$ cat config.mk
export PLATFORM = sky130hd
export DESIGN_NAME = ch376s_spi_responder
export DESIGN_NICKNAME = d
export VERILOG_FILES = /design/src/rtl/ch376s_spi_responder.sv
export SDC_FILE = /design/constraint.sdc
export NUM_CORES = 1
export LEC_CHECK = 0
export ABC_AREA = 1
export BUFFER_PORTS_ARGS = -buffer_cell sky130_fd_sc_hd__clkbuf_2
export CAP_MARGIN = 20
export CORE_ASPECT_RATIO = 1.75
export CORE_MARGIN = 8
export CORE_UTILIZATION = 50
export DETAILED_ROUTE_END_ITERATION = 8
export PLACE_DENSITY = 0.68
export SKIP_CTS_REPAIR_TIMING = 1
export SLEW_MARGIN = 20
export SYNTH_ARGS = -nofsm -noshare
export SYNTH_HDL_FRONTEND = slang
export SYNTH_SLANG_ARGS = --single-unit
$ cat constraint.sdc
create_clock -name clk -period 2.5 [get_ports clk]
set_input_delay 0.5 -clock clk [delete_from_list [all_inputs] [get_ports clk]]
set_output_delay 0.5 -clock clk [all_outputs]
set_load 0.01 [all_outputs]
$ cat src/rtl/ch376s_spi_responder.sv
// CH376S-style SPI slave responder with a byte-wide host register interface (data / status).
// Optional interrupt output int_n is built only when CH376S_RESP_INT_EN is defined.
module ch376s_spi_responder #(
    parameter int unsigned SYNC_STAGES = 2,
    parameter logic [7:0]  IDLE_BYTE   = 8'hFF
) (
    input  logic       clk,
    input  logic       reset,
    input  logic       sck,
    input  logic       sdcs,
    input  logic       sdi,
    output logic       sdo,
    input  logic       rd,
    input  logic       wr,
    input  logic       a0,
    input  logic [7:0] din,
    output logic [7:0] dout
`ifdef CH376S_RESP_INT_EN
    ,
    output logic       int_n
`endif
);

    typedef enum logic [0:0] {StIdle, StShift} state_e;

    state_e                 state_q, state_d;
    logic [SYNC_STAGES-1:0] sck_sync_q, sck_sync_d;
    logic [SYNC_STAGES-1:0] sdcs_sync_q, sdcs_sync_d;
    logic [SYNC_STAGES-1:0] sdi_sync_q, sdi_sync_d;
    logic                   sck_dly_q, sck_dly_d;
    logic                   rd_dly_q, rd_dly_d;
    logic [2:0]             bitcnt_q, bitcnt_d;
    logic [7:0]             tx_shift_q, tx_shift_d;
    logic [7:0]             rx_shift_q, rx_shift_d;
    logic [7:0]             rx_data_q, rx_data_d;
    logic [7:0]             tx_hold_q, tx_hold_d;
    logic                   tx_valid_q, tx_valid_d;
    logic                   rx_full_q, rx_full_d;
    logic                   overrun_q, overrun_d;
    logic                   sdo_q, sdo_d;

    logic       sck_s, sdcs_s, sdi_s;
    logic       sck_rise, sck_fall;
    logic       rd_clr, load, byte_done;
    logic [7:0] load_byte;

    assign sck_s    = sck_sync_q[SYNC_STAGES-1];
    assign sdcs_s   = sdcs_sync_q[SYNC_STAGES-1];
    assign sdi_s    = sdi_sync_q[SYNC_STAGES-1];
    assign sck_rise = sck_s & ~sck_dly_q;
    assign sck_fall = ~sck_s & sck_dly_q;
    // Clear rx_full once per read access, not for every cycle rd stays high
    assign rd_clr   = rd & ~rd_dly_q & ~a0;
    assign load_byte = tx_valid_q ? tx_hold_q : IDLE_BYTE;

    always_comb begin
        state_d     = state_q;
        sck_sync_d  = {sck_sync_q[SYNC_STAGES-2:0], sck};
        sdcs_sync_d = {sdcs_sync_q[SYNC_STAGES-2:0], sdcs};
        sdi_sync_d  = {sdi_sync_q[SYNC_STAGES-2:0], sdi};
        sck_dly_d   = sck_s;
        rd_dly_d    = rd;
        bitcnt_d    = bitcnt_q;
        tx_shift_d  = tx_shift_q;
        rx_shift_d  = rx_shift_q;
        rx_data_d   = rx_data_q;
        tx_hold_d   = tx_hold_q;
        tx_valid_d  = tx_valid_q;
        rx_full_d   = rx_full_q;
        overrun_d   = overrun_q;
        sdo_d       = sdo_q;
        load        = 1'b0;
        byte_done   = 1'b0;

        unique case (state_q)
            StIdle: begin
                sdo_d = 1'b1;
                if (!sdcs_s) begin
                    state_d  = StShift;
                    bitcnt_d = 3'd0;
                    load     = 1'b1;
                end
            end
            StShift: begin
                if (sdcs_s) begin
                    state_d  = StIdle;
                    bitcnt_d = 3'd0;
                    sdo_d    = 1'b1;
                end else if (sck_rise) begin
                    rx_shift_d = {rx_shift_q[6:0], sdi_s};
                    bitcnt_d   = bitcnt_q + 3'd1;
                    byte_done  = (bitcnt_q == 3'd7);
                end else if (sck_fall) begin
                    // bitcnt already wrapped on the 8th rise, so this is the byte's last fall
                    if (bitcnt_q == 3'd0) begin
                        load = 1'b1;
                    end else begin
                        tx_shift_d = {tx_shift_q[6:0], 1'b1};
                        sdo_d      = tx_shift_q[6];
                    end
                end
            end
        endcase

        if (load) begin
            tx_shift_d = load_byte;
            sdo_d      = load_byte[7];
            tx_valid_d = 1'b0;
        end

        // Host write takes effect after any same-cycle load, which saw the old values
        if (wr && !a0) begin
            tx_hold_d  = din;
            tx_valid_d = 1'b1;
        end
        if (wr && a0 && din[2]) begin
            overrun_d = 1'b0;
        end

        if (byte_done) begin
            rx_data_d = {rx_shift_q[6:0], sdi_s};
            rx_full_d = 1'b1;
            if (rx_full_q && !rd_clr) begin
                overrun_d = 1'b1;
            end
        end else if (rd_clr) begin
            rx_full_d = 1'b0;
        end
    end

    always_ff @(posedge clk or negedge reset) begin
        if (!reset) begin
            state_q     <= StIdle;
            sck_sync_q  <= '0;
            sdcs_sync_q <= '1;
            sdi_sync_q  <= '0;
            sck_dly_q   <= 1'b0;
            rd_dly_q    <= 1'b0;
            bitcnt_q    <= 3'd0;
            tx_shift_q  <= IDLE_BYTE;
            rx_shift_q  <= IDLE_BYTE;
            rx_data_q   <= 8'h00;
            tx_hold_q   <= 8'h00;
            tx_valid_q  <= 1'b0;
            rx_full_q   <= 1'b0;
            overrun_q   <= 1'b0;
            sdo_q       <= 1'b1;
        end else begin
            state_q     <= state_d;
            sck_sync_q  <= sck_sync_d;
            sdcs_sync_q <= sdcs_sync_d;
            sdi_sync_q  <= sdi_sync_d;
            sck_dly_q   <= sck_dly_d;
            rd_dly_q    <= rd_dly_d;
            bitcnt_q    <= bitcnt_d;
            tx_shift_q  <= tx_shift_d;
            rx_shift_q  <= rx_shift_d;
            rx_data_q   <= rx_data_d;
            tx_hold_q   <= tx_hold_d;
            tx_valid_q  <= tx_valid_d;
            rx_full_q   <= rx_full_d;
            overrun_q   <= overrun_d;
            sdo_q       <= sdo_d;
        end
    end

    assign sdo = sdo_q;

    always_comb begin
        dout = 8'h00;
        if (rd) begin
            dout = a0 ? {4'b0000, (state_q == StShift), overrun_q, ~tx_valid_q, rx_full_q}
                      : rx_data_q;
        end
    end

`ifdef CH376S_RESP_INT_EN
    logic int_n_q, int_n_d;

    assign int_n_d = ~(rx_full_q | overrun_q);

    always_ff @(posedge clk or negedge reset) begin
        if (!reset) begin
            int_n_q <= 1'b1;
        end else begin
            int_n_q <= int_n_d;
        end
    end

    assign int_n = int_n_q;
`endif

endmodule
# Yosys cells after proc, flatten, opt, wreduce, memory -nomap -nowiden
# Index checks and enable logic that the tools add are counted.
[op_classes]
add_sub_neg = 1
eq_ne = 9
n_mux = 35
bitwise_logic = 11
reduce_logical = 15
[op_table]
columns = ["cell", "n"]
rows = [
  ["7-bit two-way mux", 6],
  ["8-bit two-way mux", 3],
  ["1-bit two-way mux", 20],
  ["3-bit two-way mux", 3],
  ["2-bit nonzero test", 4],
  ["1-bit NOT", 7],
  ["3-bit one-hot mux with 2 select lines", 1],
  ["3-bit AND reduction", 2],
  ["5-bit AND reduction", 1],
  ["1-bit AND", 4],
  ["1-bit logical AND", 4],
  ["2-bit by 1-bit inequality test with 1-bit output (second input constant)", 2],
  ["2-bit inequality test (second input constant)", 2],
  ["4-bit by 1-bit inequality test with 1-bit output (second input constant)", 1],
  ["4-bit by 3-bit inequality test with 1-bit output (second input constant)", 1],
  ["4-bit inequality test (second input constant)", 1],
  ["1-bit one-hot mux with 2 select lines", 2],
  ["3-bit by 1-bit adder with 3-bit output (second input constant)", 1],
  ["3-bit == test (second input constant)", 1],
  ["3-bit logical NOT", 1],
  ["3-bit by 1-bit inequality test with 1-bit output (second input constant)", 1],
  ["1-bit logical NOT", 2],
  ["2-bit AND reduction", 1],
]
[totals]
regBits = 46
inputBits = 16
output_inout_bits = 9
word_cells = 86

# Longest topological paths before layout
[depth]
ltp_word = 8
depth_mapped = 9
depth_no_buf = 9

# Least setup slack after synthesis
# OpenSTA, ideal clock, no wires.
[synth_path]
kind = "input -> output"
startpoint = "input port a0"
endpoint = "output port dout[3]"
arrival_ns = 0.988
required_ns = 2.000
setup_slack_ns = 1.012
cell_stages = 2
n_path_buf = 1
path_cell_list = "buf_6 -> a211oi_1"
[synth_between]
elab_chain_len = 2
[synth_rtl]
columns = ["element", "line", "text"]
rows = [
  ["start: declaration", "15", "input logic a0,"],
  ["8-bit two-way mux", "172", "dout = a0 ? {4'b0000, (state_q == StShift), overrun_q, ~tx_valid_q, rx_full_q}"],
  ["8-bit two-way mux", "171", "if (rd) begin"],
  ["end: declaration", "17", "output logic [7:0] dout"],
]
# No other way between the ends.

# Worst setup path in the final report
[layout_path]
startpoint = "register state_q"
endpoint = "output port dout[3]"
[layout_between]
elab_chain_len = 2
[layout_rtl]
columns = ["element", "line", "text"]
rows = [
  ["start: declaration", "26", "state_e state_q, state_d;"],
  ["start signal: assignment", "133", "state_q <= StIdle;"],
  ["start signal: assignment", "149", "state_q <= state_d;"],
  ["8-bit two-way mux", "172", ""],
  ["8-bit two-way mux", "171", ""],
]
# No other way between the ends.

==> flow_summary.yaml <==
outcome:
  status: "finished, final reports clean"
logic_synthesis:
  ys_async_sr_fraction: 1.00
  yosys_warnings: 0
  synthTopCellsByArea: "dfrtp_1, dfstp_2, nand2_1"
  synth_most_common_cell: "nand2_1"
  synth_edf_count: 0
  yosysSeqAreaShare: 0.575
  synth_seq_cells: 46
  netlist.area_leader.share: 0.356
  ys.flop_type: "dfrtp_1"
  syn_nets: 227
  synthesis.area_mm2: 0.00204
  ys_types: 22
  synth_commonest_cells: "nand2_1, dfrtp_1, inv_1"
  avgSynthCellArea_um2: 9.81
  syn_inst: 208
  synth_top_area_cell: "dfrtp_1"
setup_path:
  slowest_delay_ns: 0.52
  worstPathArrival_ns: 1.36
  crit_buf_inv: 2
  cp_cell_sequence: "inv_1, a211oi_1, clkbuf_2"
  critPathSlowestCell: "dfrtp_1"
  crit_required_ns: 2.00
  end_kind: "output pin"
  worstSetupPathType: "register to output pin"
  worst-path-max-fanout: 8
  cp_top_family: "flip-flops"
  startpoint_type: "register"
final_layout:
  multiInputGateArea_um2: 692
  fill_cells: 389
  area_delta_synth_final_pct: 11.2
  antennaDiodeCount: 0
  fin_cells: 285
  finalInstanceArea_mm2: 0.00227
  drive_gt1_frac: 0.314
  nets: 254
  ff_latch_area_mm2: 0.00117
cts:
  cts_buffers: 5
  clkLatencyLatePin_ns: 0.30
  cts_sinks: 46
  path_clk_slew_ns: 0.08
  clk_path_buf_depth: 2
  h-tree-depth: 2
  cts_tree: "yes"
  root_buffer: "clkbuf_8"
sta:
  finalWorstSetupSlack_ns: 0.642
  tns_ns: 0
  post-route-min-period_ns: 1.86
  max-slew-margin-rel: 0.514
  setup_viol: 0
  finalClockSkew_ns: 0.00478
  hold_viol: 0
  min_period_over_period: 0.743
  worstMarginPinSlew_ns: 0.730
  slew_violations: 0
  fmax_ghz: 0.538
  rsz0062_at_grt: "no"
placed_design:
  postPlaceCellArea_mm2: 0.00217
  dp.cells: 277
  dp_slack_ns: 0.807
  hpwlAfterDp_um: 2830
  numPortBuffers: 24
  gp_congestion: 0.742
detailed_routing:
  drtAntennaViolNets: 0
  first_pass_iters: 4
  dr_total_vias: 1428
  drt_iter0_drc: 48
  wl_um: 3730
  vias_per_cell: 5.01
  drc: 0
  wire_per_inst_um: 13.1
global_route:
  grt_usage: 0.128
  grt_first_pass_wirelength_um: 6440
  grt-ovfl-total: 0
  grt_max_degree: 30
  grt_pass1_vias: 1495
  antenna_found_initial: 0
power:
  comb_power_share: 0.119
  powerDensity_mw_per_mm2: 677
  clock_power_share: 0.307
  switching_power_mw: 0.401
  p_leak_nw: 1.09
  intPower_mw: 1.13
  irDropWorstVdd_v: 0.000366
  swShare: 0.261
  seq_power_share: 0.574
  total_power_mw: 1.53
floorplanning:
  top_level_ports: 25
  die_w_um: 64.3
  initial_utilization: 0.506
  row_count: 31
  die_area_mm2: 0.00646
  core-area_mm2: 0.00403
  fp.dieH_um: 100
run:
  cap_violations: 0
worst_hold_path:
  hp-class: "input pin to asynchronous set/reset pin"
## worst paths after layout
| kind | cells after the start | endpoint | start | slack, ns |
|---|---|---|---|---|
| min in group clk | 1 | sdcs_sync_q[0] | sdcs | 0.28 |
| max in group asynchronous | 2 | rx_shift_q[2] | reset | 1.55 |
| hold / removal | 1 | tx_hold_q[5] | reset | 0.24 |
| setup reg to reg | 7 | tx_shift_q[6] | bitcnt_q[0] | 1.04 |
| setup / recovery | 3 | dout[3] | state_q | 0.64 |
| hold reg to reg | 0 | sdi_sync_q[1] | sdi_sync_q[0] | 0.35 |
## stage by stage
stage                     utilization  hold WS [ns]
after floorplan                     -         0.204
after global placement          0.538         0.332
after detailed placement        0.538         0.336
after CTS                       0.562         0.261
after global routing            0.562         0.259
final                           0.562         0.243
## cells by family (layout without fill, tap and decap cells)
family / Yosys count / count (layout) / synth area share
DFF: 46 / 46 / 0.575
buffers and inverters: 33 / 61 / 0.0859
AOI/OAI and AO/OA: 36 / 36 / 0.107
and+or+nand+nor: 85 / 85 / 0.187
adders and majority gates: 3 / 3 / 0.0184
muxes: 5 / 5 / 0.0276
## area by class of cell
class,instances,area share
flip-flops and latches,46,0.517
multi-input cells,129,0.305
repair buffers,26,0.0596
inverters,27,0.0491
clock buffers,6,0.0364
well taps,49,0.0270
clock inverters,2,0.00552
## routing by layer
layer  up-vias  wire length (um)  global-route usage
li1        706                 -                   -
met1       689              1390               0.121
met4         0               159              0.0878
met5         -                 0                   0
met3        11               157              0.0379
met2        22              2020               0.228
## flip-flops by register name, indices dropped and copies added (netlist names)
register     flops
bitcnt_q         3
overrun_q        1
rd_dly_q         1
rx_data_q        8
rx_full_q        1
rx_shift_q       7
sck_dly_q        1
sck_sync_q       2
sdcs_sync_q      2
sdi_sync_q       2
sdo              1
state_q          1
tx_hold_q        8
tx_shift_q       7
tx_valid_q       1
## cells in the final DEF, fill, tap and decap left out, drive strengths merged
cell / count
inv: 27
nand2: 52
mux2: 5
a21oi: 5
dfrtp: 29
clkinvlp: 1
nor2: 20
dfstp: 17
o211ai: 1
o21ai: 28
a211oi: 2
clkinv: 1
nand3: 13
ha: 3
clkbuf: 30
buf: 2
## power groups by stage
stage,combinational (mW),sequential [mW],clock [mW]
2_1_floorplan,0.131,0.884,0
3_3_place_gp,0.182,0.893,0
3_5_place_dp,0.187,0.894,0
4_1_cts,0.188,0.881,0.488
5_1_grt,0.212,0.890,0.513
6_report,0.183,0.880,0.471
(Power assumes the default switching activity.)
